$ cat src/rtl/pipe_stage_reg_pkg.sv
// Shared choice-code definitions for the pipeline stage registers and the hazard detectors.
package pipe_ctrl_pkg;

    typedef logic [1:0] choice_t;

    localparam choice_t CHOICE_FLUSH = 2'b00;
    localparam choice_t CHOICE_LOAD  = 2'b01;
    localparam choice_t CHOICE_KEEP  = 2'b10;
    localparam choice_t CHOICE_RSVD  = 2'b11;

endpackage

$ cat src/rtl/pipe_stage_reg_if.sv
// Payload channel across one pipeline stage boundary; master drives upstream data, slave is the stage.
interface pipe_stage_reg_if #(
    parameter int WIDTH = 32
);
    logic [WIDTH-1:0] in_data;
    logic             in_valid;
    logic [WIDTH-1:0] out_data;
    logic             out_valid;

    modport master (output in_data, output in_valid, input out_data, input out_valid);
    modport slave  (input in_data, input in_valid, output out_data, output out_valid);
endinterface

$ cat src/rtl/pipe_stage_reg_choice_merge.sv
// Combinational fixed-priority merge of the three hazard choices: FLUSH beats KEEP beats LOAD.
module choice_merge
    import pipe_ctrl_pkg::*;
(
    input  choice_t lu_choice,
    input  choice_t j_choice,
    input  choice_t b_choice,
    output choice_t merged,
    output logic    rsvd_seen
);

    logic any_flush;
    logic any_keep;

    always_comb begin
        // NOTE: every output gets a default first so no path leaves a latch behind.
        merged    = CHOICE_LOAD;
        rsvd_seen = (lu_choice == CHOICE_RSVD) || (j_choice == CHOICE_RSVD)
                 || (b_choice == CHOICE_RSVD);
        any_flush = (lu_choice == CHOICE_FLUSH) || (j_choice == CHOICE_FLUSH)
                 || (b_choice == CHOICE_FLUSH);
        // A reserved code is treated as KEEP so a corrupt request can only stall.
        any_keep  = (lu_choice == CHOICE_KEEP) || (j_choice == CHOICE_KEEP)
                 || (b_choice == CHOICE_KEEP) || rsvd_seen;

        if (any_flush) begin
            merged = CHOICE_FLUSH;
        end else if (any_keep) begin
            merged = CHOICE_KEEP;
        end
    end

endmodule

$ cat src/rtl/pipe_stage_reg.sv
// Pipeline boundary register with load/keep/flush control, stall tracking and sticky error flags.
// Optional PERF_CNT_EN adds saturating flush/keep event counters.
module pipe_stage_reg
    import pipe_ctrl_pkg::*;
#(
    parameter int               WIDTH       = 32,
    parameter logic [WIDTH-1:0] FLUSH_VALUE = '0,
    parameter int unsigned      STALL_LIMIT = 16
) (
    input  logic             clk,
    input  logic             reset,
    input  choice_t          lu_choice,
    input  choice_t          j_choice,
    input  choice_t          b_choice,
    pipe_stage_reg_if.slave  stage,
    output logic [7:0]       stall_cnt,
    output logic             stall_timeout,
    output logic             choice_err
`ifdef PERF_CNT_EN
    ,
    output logic [31:0]      flush_count,
    output logic [31:0]      keep_count
`endif
);

    localparam logic [7:0] STALL_LIMIT_C = 8'(STALL_LIMIT);

    choice_t          merged;
    logic             rsvd_seen;

    logic [WIDTH-1:0] data_q, data_d;
    logic             valid_q, valid_d;
    logic [7:0]       stall_cnt_q, stall_cnt_d;
    logic             stall_timeout_q, stall_timeout_d;
    logic             choice_err_q, choice_err_d;

    choice_merge u_merge (
        .lu_choice (lu_choice),
        .j_choice  (j_choice),
        .b_choice  (b_choice),
        .merged    (merged),
        .rsvd_seen (rsvd_seen)
    );

    always_comb begin
        data_d      = data_q;
        valid_d     = valid_q;
        stall_cnt_d = 8'd0;
        case (merged)
            CHOICE_FLUSH: begin
                data_d  = FLUSH_VALUE;
                valid_d = 1'b0;
            end
            CHOICE_KEEP: begin
                stall_cnt_d = (stall_cnt_q == 8'hFF) ? 8'hFF : stall_cnt_q + 8'd1;
            end
            default: begin
                data_d  = stage.in_data;
                valid_d = stage.in_valid;
            end
        endcase
        stall_timeout_d = stall_timeout_q || (stall_cnt_d == STALL_LIMIT_C);
        choice_err_d    = choice_err_q || rsvd_seen;
    end

    always_ff @(posedge clk) begin
        // NOTE: state flops use non-blocking assignments so all registers update from the same pre-edge values.
        if (reset) begin
            data_q          <= FLUSH_VALUE;
            valid_q         <= 1'b0;
            stall_cnt_q     <= 8'd0;
            stall_timeout_q <= 1'b0;
            choice_err_q    <= 1'b0;
        end else begin
            data_q          <= data_d;
            valid_q         <= valid_d;
            stall_cnt_q     <= stall_cnt_d;
            stall_timeout_q <= stall_timeout_d;
            choice_err_q    <= choice_err_d;
        end
    end

    assign stage.out_data  = data_q;
    assign stage.out_valid = valid_q;
    assign stall_cnt       = stall_cnt_q;
    assign stall_timeout   = stall_timeout_q;
    assign choice_err      = choice_err_q;

`ifdef PERF_CNT_EN
    logic [31:0] flush_count_q, flush_count_d;
    logic [31:0] keep_count_q, keep_count_d;

    always_comb begin
        flush_count_d = flush_count_q;
        keep_count_d  = keep_count_q;
        if (merged == CHOICE_FLUSH && flush_count_q != 32'hFFFF_FFFF) begin
            flush_count_d = flush_count_q + 32'd1;
        end
        if (merged == CHOICE_KEEP && keep_count_q != 32'hFFFF_FFFF) begin
            keep_count_d = keep_count_q + 32'd1;
        end
    end

    always_ff @(posedge clk) begin
        if (reset) begin
            flush_count_q <= 32'd0;
            keep_count_q  <= 32'd0;
        end else begin
            flush_count_q <= flush_count_d;
            keep_count_q  <= keep_count_d;
        end
    end

    assign flush_count = flush_count_q;
    assign keep_count  = keep_count_q;
`endif

endmodule
$ cat src/flat_wrapper.sv
// flat-port wrapper written by rule: the top's interface ports become plain ports
module pipe_stage_reg_flat import pipe_ctrl_pkg::*;
#(
    parameter int               WIDTH       = 32,
    parameter logic [WIDTH-1:0] FLUSH_VALUE = '0,
    parameter int unsigned      STALL_LIMIT = 16
)
  (clk, reset, lu_choice, j_choice, b_choice, stall_cnt, stall_timeout, choice_err, stage_in_data, stage_in_valid, stage_out_data, stage_out_valid);
  pipe_stage_reg_if #(.WIDTH(WIDTH)) stage_i ();
  input  logic clk;
  input  logic reset;
  input  choice_t lu_choice;
  input  choice_t j_choice;
  input  choice_t b_choice;
  output logic [7:0] stall_cnt;
  output logic stall_timeout;
  output logic choice_err;
  input wire logic [$bits(stage_i.in_data)-1:0] stage_in_data;
  input wire logic [$bits(stage_i.in_valid)-1:0] stage_in_valid;
  output wire logic [$bits(stage_i.out_data)-1:0] stage_out_data;
  output wire logic [$bits(stage_i.out_valid)-1:0] stage_out_valid;
  assign stage_i.in_data = stage_in_data;
  assign stage_i.in_valid = stage_in_valid;
  assign stage_out_data = stage_i.out_data;
  assign stage_out_valid = stage_i.out_valid;
  pipe_stage_reg #(.WIDTH(WIDTH), .FLUSH_VALUE(FLUSH_VALUE), .STALL_LIMIT(STALL_LIMIT)) u_core (.clk(clk), .reset(reset), .lu_choice(lu_choice), .j_choice(j_choice), .b_choice(b_choice), .stage(stage_i), .stall_cnt(stall_cnt), .stall_timeout(stall_timeout), .choice_err(choice_err));
endmodule
$ cat config.mk
export PLATFORM = sky130hd
export DESIGN_NAME = pipe_stage_reg_flat
export DESIGN_NICKNAME = d
export VERILOG_FILES = /design/src/rtl/pipe_stage_reg_pkg.sv /design/src/rtl/pipe_stage_reg_if.sv /design/src/rtl/pipe_stage_reg_choice_merge.sv /design/src/rtl/pipe_stage_reg.sv /design/src/flat_wrapper.sv
export SDC_FILE = /design/constraint.sdc
export NUM_CORES = 1
export LEC_CHECK = 0
export BUFFER_PORTS_ARGS = -buffer_cell sky130_fd_sc_hd__buf_4
export CORE_AREA = 2 2 68 64
export DETAILED_ROUTE_END_ITERATION = 12
export DIE_AREA = 0 0 70 66
export PLACE_DENSITY = 0.75
export RECOVER_POWER = 100
export SETUP_SLACK_MARGIN = 0.1
export SLEW_MARGIN = 10
export SYNTH_ARGS = -nofsm -noshare
export SYNTH_HDL_FRONTEND = slang
export SYNTH_SLANG_ARGS = --single-unit
$ cat constraint.sdc
create_clock -name clk -period 2.3 [get_ports clk]
set_input_delay 0.46 -clock clk [delete_from_list [all_inputs] [get_ports clk]]
set_output_delay 0.46 -clock clk [all_outputs]
set_load 0.05 [all_outputs]
==> results of run 1 <==
layout by cell type, fill, tap and decap left out:
master and count:
o22ai_1 1, or2_2 2, nor4bb_1 1, o21ai_0 2, xnor2_1 1, nand3b_1 1, or4b_1 1, clkinvlp_4 1
a31oi_1 3, nor2b_1 1, a22oi_1 2, clkbuf_1 44, nand2_1 69, and3_1 2, mux2i_1 2, nand2b_1 4
nand4_1 2, nor3_2 1, or3_1 2, a21oi_1 40, nand3_1 2, clkbuf_2 1, dfxtp_1 43, and4_1 1
ha_1 1, bufinv_16 2, o41ai_1 1, xor2_1 1, clkbuf_8 5, buf_4 41, nor2_1 5, nor3_1 1
inv_1 1
layout make-up:
type | instances | area (um2)
clock buffers | 5 | 68.8
repair buffers | 86 | 478
clock inverters | 3 | 67.6
fillers | 412 | 1640
multi-input cells | 149 | 729
flip-flops and latches | 43 | 861
inverters | 1 | 3.75
well taps | 48 | 60.1
logic make-up after synthesis:
group           after synthesis
compound gates               49
xor+xnor                      2
fa+ha+maj                     1
buf+inv                      14
flops                        43
mux                           2
simple gates                 95
path summary, 6_finish.rpt:
kind,startpoint,endpoint,cells after the start
worst max-delay path,j_choice[1],u_core.stall_cnt[5],6
worst min-delay path,reset,u_core.choice_err,2
worst max register to register,u_core.stall_cnt[0],u_core.stall_timeout,5
worst min register to register,u_core.stage.out_data[10],u_core.stage.out_data[10],2
where the power goes:
part           leakage, nW  internal [mW]  total [mW]  switching, mW
sequential           0.347          0.754       0.761        0.00686
combinational        0.416         0.0615       0.153         0.0917
clock               0.0644          0.433       0.691          0.258
routing by layer:
| metal | track usage | part of all wire |
|---|---|---|
| met1 | 0.208 | 0.43 |
| met2 | 0.335 | 0.49 |
| met4 | 0.0505 | 0.0045 |
| met5 | 0 | 0 |
| met3 | 0.0518 | 0.073 |
flip-flops by register name (all words and copies together) (netlist names):
signal	count
u_core.stage.out_data	32
u_core.stall_cnt	8
u_core.choice_err	1
u_core.stage.out_valid	1
u_core.stall_timeout	1
==> flow_summary.toml, run 1 <==
[hold_path]
min_path_type = "input port to flop"

[yosys]
synth.area.top_cells = "dfxtp_1 52%, nand2_1 16%, a21oi_1 12%"
ys_seq_elements = 43
synth_top_family_by_area = "simple AND/OR/NAND/NOR gates"
yosysSeqAreaShare = 0.523
synth.cell_area_mm2 = 0.00165
synth_mux_area_frac = 0.0122
synth_most_common_cell = "nand2_1"
synthSimpleGateAreaFrac = 0.252
syn_nets = 248
ys_async_sr_fraction = 0
synth_edf_count = 0
syn_avg_cell_area_um2 = 7.99
synth_top_area_frac = 0.523
synthFlopType = "dfxtp_1"
synthAdderAreaFrac = 0.00760
synthTopCellsByCount = "69 x nand2_1, 43 x dfxtp_1, 40 x a21oi_1, 12 x clkbuf_1, 5 x nor2_1"
syn_inst = 206
yosys.area_share.xor_xnor = 0.0106
yosys_warnings = 0
yosys.area.top_type = "dfxtp_1"
synth_compound_area_frac = 0.162
yosysUniqueCellTypes = 28

[place]
dp_worst_setup_slack_ns = 0.402
gp_congestion = 0.795
place_area_mm2 = 0.00231
portBuffers = 83
hpwl_um = 2850
placed_cells = 327

[critical_path]
critPathLaunchType = "input port"
crit_family = "simple AND/OR/NAND/NOR gates"
cp_num_buf_inv = 2
slowest_delay_ns = 0.42
worstPathCellList = "clkbuf_1, nor2_1, or3_1, clkbuf_2, nand2b_1, a21oi_1"
crit_type = "input port to flop"
cp_slowest_cell = "clkbuf_2"
endpoint_kind = "flop"
cp.arrival_ns = 2.05
cp.required_ns = 2.52
cp_max_fo = 34
r2r_slack_ns = 0.50

[clock_tree]
cts_setup_buffers = 0
numClockSinks = 43
cts-hold-fix-buffers = 0
cts-root-buf = "clkbuf_8"
clockBufferDepth = 2
h-tree-depth = 2
clk_latency_ns = 0.28
cts_buffers = 5
clk_pin_slew_ns = 0.08
cts_tree = "built"
cts_resized = 0

[global_routing]
grt_max_degree = 35
grt.total_usage = 0.182
gr-total-overflow = 0
antenna_found_initial = 0
first_global_vias = 1597
grt_pass1_wl_um = 6780

[timing]
tightest_slew_ns = 0.673
relSlewSlack = 0.551
drv_slew = 0
setup_ws_ns = 0.469
finClkSkew_ns = 0.00157
fmax_mhz = 546
rsz0062_at_grt = "false"
hold_violations = 0
finalSetupViolCount = 0
post-route-period-util = 0.796
tns_ns = 0
period_minus_slack_ns = 1.83
holdWs_ns = 0.335

[routing]
first_iter_violations = 74
firstDrtPassIters = 4
viasPerCell = 4.93
drc = 0
ant_nets = 0
wl_per_cell_um = 11.9
wirelength_um = 3990
num_vias = 1653

[finish]
layout-drive-gt1-share = 0.185
nets = 328
final_cell_area_mm2 = 0.00227
fin_cells = 335
syn2layout_area_growth_pct = 37.8
utilization = 0.580
antenna_cells = 0

[power_and_ir_drop]
power.density_mw_per_mm2 = 708
p_total_mw = 1.61
irDropWorstVdd_mv = 0.585
p_leak_nw = 0.828

[die]
coreArea_mm2 = 0.00391
rows = 22
dieWidth_um = 70
start_util = 0.421
io_pins = 84
dieArea_mm2 = 0.00462
dieHeight_um = 66

[flow_run]
maxCapViolations = 0

[run_status]
status = "complete, no violations"
(Power assumes the default switching activity.)
==> run 2, diff against run 1 <==
- ABC_AREA: unset -> 1
- PLACE_DENSITY: 0.75 -> 0.77
- clock period: 2.3 -> 1.7 ns (I/O delays scaled with it)
==> flow_summary.toml, run 2 <==
[clock_tree]
cts_buffers = 5
cts-root-buf = "clkbuf_8"
cts_tree = "built"
cts-hold-fix-buffers = 0
clockBufferDepth = 2
numClockSinks = 43
cts_resized = 0
h-tree-depth = 2
clk_latency_ns = 0.29
clk_pin_slew_ns = 0.08
cts_setup_buffers = 0

[routing]
ant_nets = 0
first_iter_violations = 73
firstDrtPassIters = 4
viasPerCell = 4.82
wirelength_um = 4190
num_vias = 1744
drc = 0
wl_per_cell_um = 11.6

[power_and_ir_drop]
power.density_mw_per_mm2 = 866
irDropWorstVdd_mv = 0.542
p_leak_nw = 0.943
p_total_mw = 2.01

[yosys]
synthTopCellsByCount = "82 x nand2_1, 43 x dfxtp_1, 34 x a21oi_1, 14 x nor2_1, 12 x inv_1"
synth_top_area_frac = 0.503
syn_avg_cell_area_um2 = 7.44
synth_most_common_cell = "nand2_1"
ys_async_sr_fraction = 0
synth.cell_area_mm2 = 0.00171
ys_seq_elements = 43
synth_edf_count = 0
yosys.area.top_type = "dfxtp_1"
yosysSeqAreaShare = 0.503
synthFlopType = "dfxtp_1"
yosys_warnings = 0
synth.area.top_cells = "dfxtp_1 50%, nand2_1 18%, a21oi_1 9.9%"
syn_nets = 272
syn_inst = 230
yosysUniqueCellTypes = 25

[critical_path]
critPathLaunchType = "flop"
cp_max_fo = 4
slowest_delay_ns = 0.48
r2r_cells = 8
cp_slowest_cell = "clkbuf_1"
cp.required_ns = 1.36
reg2reg_from = "u_core.stall_cnt[0]"
r2r_slack_ns = 0.29
worstPathCellList = "clkbuf_1"
crit_type = "flop to primary output"
endpoint_kind = "primary output"
cp.arrival_ns = 1.15
rr_endpoint = "u_core.stall_timeout"
crit_family = "buffers and inverters"
path_depth = 1
cp_num_buf_inv = 1

[finish]
utilization = 0.593
mostFrequentLayoutCells = "82 x nand2_1, 42 x buf_4, 42 x dfxtp_1"
nets = 356
antenna_cells = 0
syn2layout_area_growth_pct = 35.6
layout-drive-gt1-share = 0.220
fin_cells = 362
final_common_cell = "nand2_1"
largest_reg_flops = 32

[timing]
holdWs_ns = 0.221
period_minus_slack_ns = 1.49
finalSetupViolCount = 0
relSlewSlack = 0.325
drv_slew = 0
rsz0062_at_grt = "false"
fmax_mhz = 670
tightest_slew_ns = 1.01
post-route-period-util = 0.879
hold_violations = 0
tns_ns = 0
finClkSkew_ns = 0.00210

[global_routing]
grt.total_usage = 0.191
grt_max_degree = 34
first_global_vias = 1657
antenna_found_initial = 0
grt_pass1_wl_um = 7070
gr-total-overflow = 0

[die]
dieHeight_um = 66
dieWidth_um = 70
start_util = 0.438
dieArea_mm2 = 0.00462
coreArea_mm2 = 0.00391
rows = 22
io_pins = 84

[place]
portBuffers = 83
hpwl_um = 3120
gp_congestion = 0.772
placed_cells = 355

[hold_path]
holdCritStartpoint = "reset"
min_path_type = "input port to flop"
hold_depth = 2
whs_endpoint = "u_core.choice_err"

[flow_run]
maxCapViolations = 0

[run_status]
status = "complete, no violations"
run 2: area by class of cell:
cell class | count | area, um2
multi-input combinational | 161 | 738
sequential | 43 | 862
tap | 48 | 60.1
clock buffer | 6 | 72.6
clock inverter | 1 | 30.0
inverter | 17 | 63.8
timing repair buffer | 86 | 492
fill | 421 | 1590
run 2: power by group:
| part | switching [mW] | internal (mW) | total (mW) |
|---|---|---|---|
| clock network | 0.328 | 0.430 | 0.758 |
| logic | 0.131 | 0.0869 | 0.218 |
| registers | 0.00982 | 1.02 | 1.03 |
| total | 0.468 | 1.54 | 2.01 |
run 2: metal layers:
metal,routed length (um),share of wire,vias up,global-route usage
li1,-,-,896,-
met1,1870,0.45,779,0.230
met2,1920,0.46,64,0.308
met3,345,0.082,5,0.0777
met4,52,0.012,0,0.0721
met5,0,0,-,0
run 2: worst max-delay path by stage:
stage	to	slack, ns	startpoint
2_1_floorplan	u_core.stall_timeout	0.21	u_core.stall_cnt[4]
3_3_place_gp	u_core.stage.out_data[21]	0.31	j_choice[1]
3_5_place_dp	u_core.stage.out_data[9]	0.25	j_choice[1]
4_1_cts	u_core.stall_timeout	0.35	u_core.stall_cnt[0]
5_1_grt	u_core.stage.out_data[10]	0.1	j_choice[1]
6_report	stall_cnt[6]	0.21	u_core.stall_cnt[6]
run 2: kinds of logic after synthesis:
kind of cell	Yosys count	share of synthesized area
and+or+nand+nor	116	0.290
adders and majority gates	1	0.00731
AOI/OAI and AO/OA	44	0.138
DFF	43	0.503
buffers and inverters	26	0.0614
run 2: stage by stage:
step / worst slack, ns / cell area [um2]
finish: 0.207 / 2320
global route: 0.0970 / 2320
CTS: 0.346 / 2480
detailed placement: 0.248 / 2380
global placement: 0.314 / 2380
floorplan: 0.210 / 1710
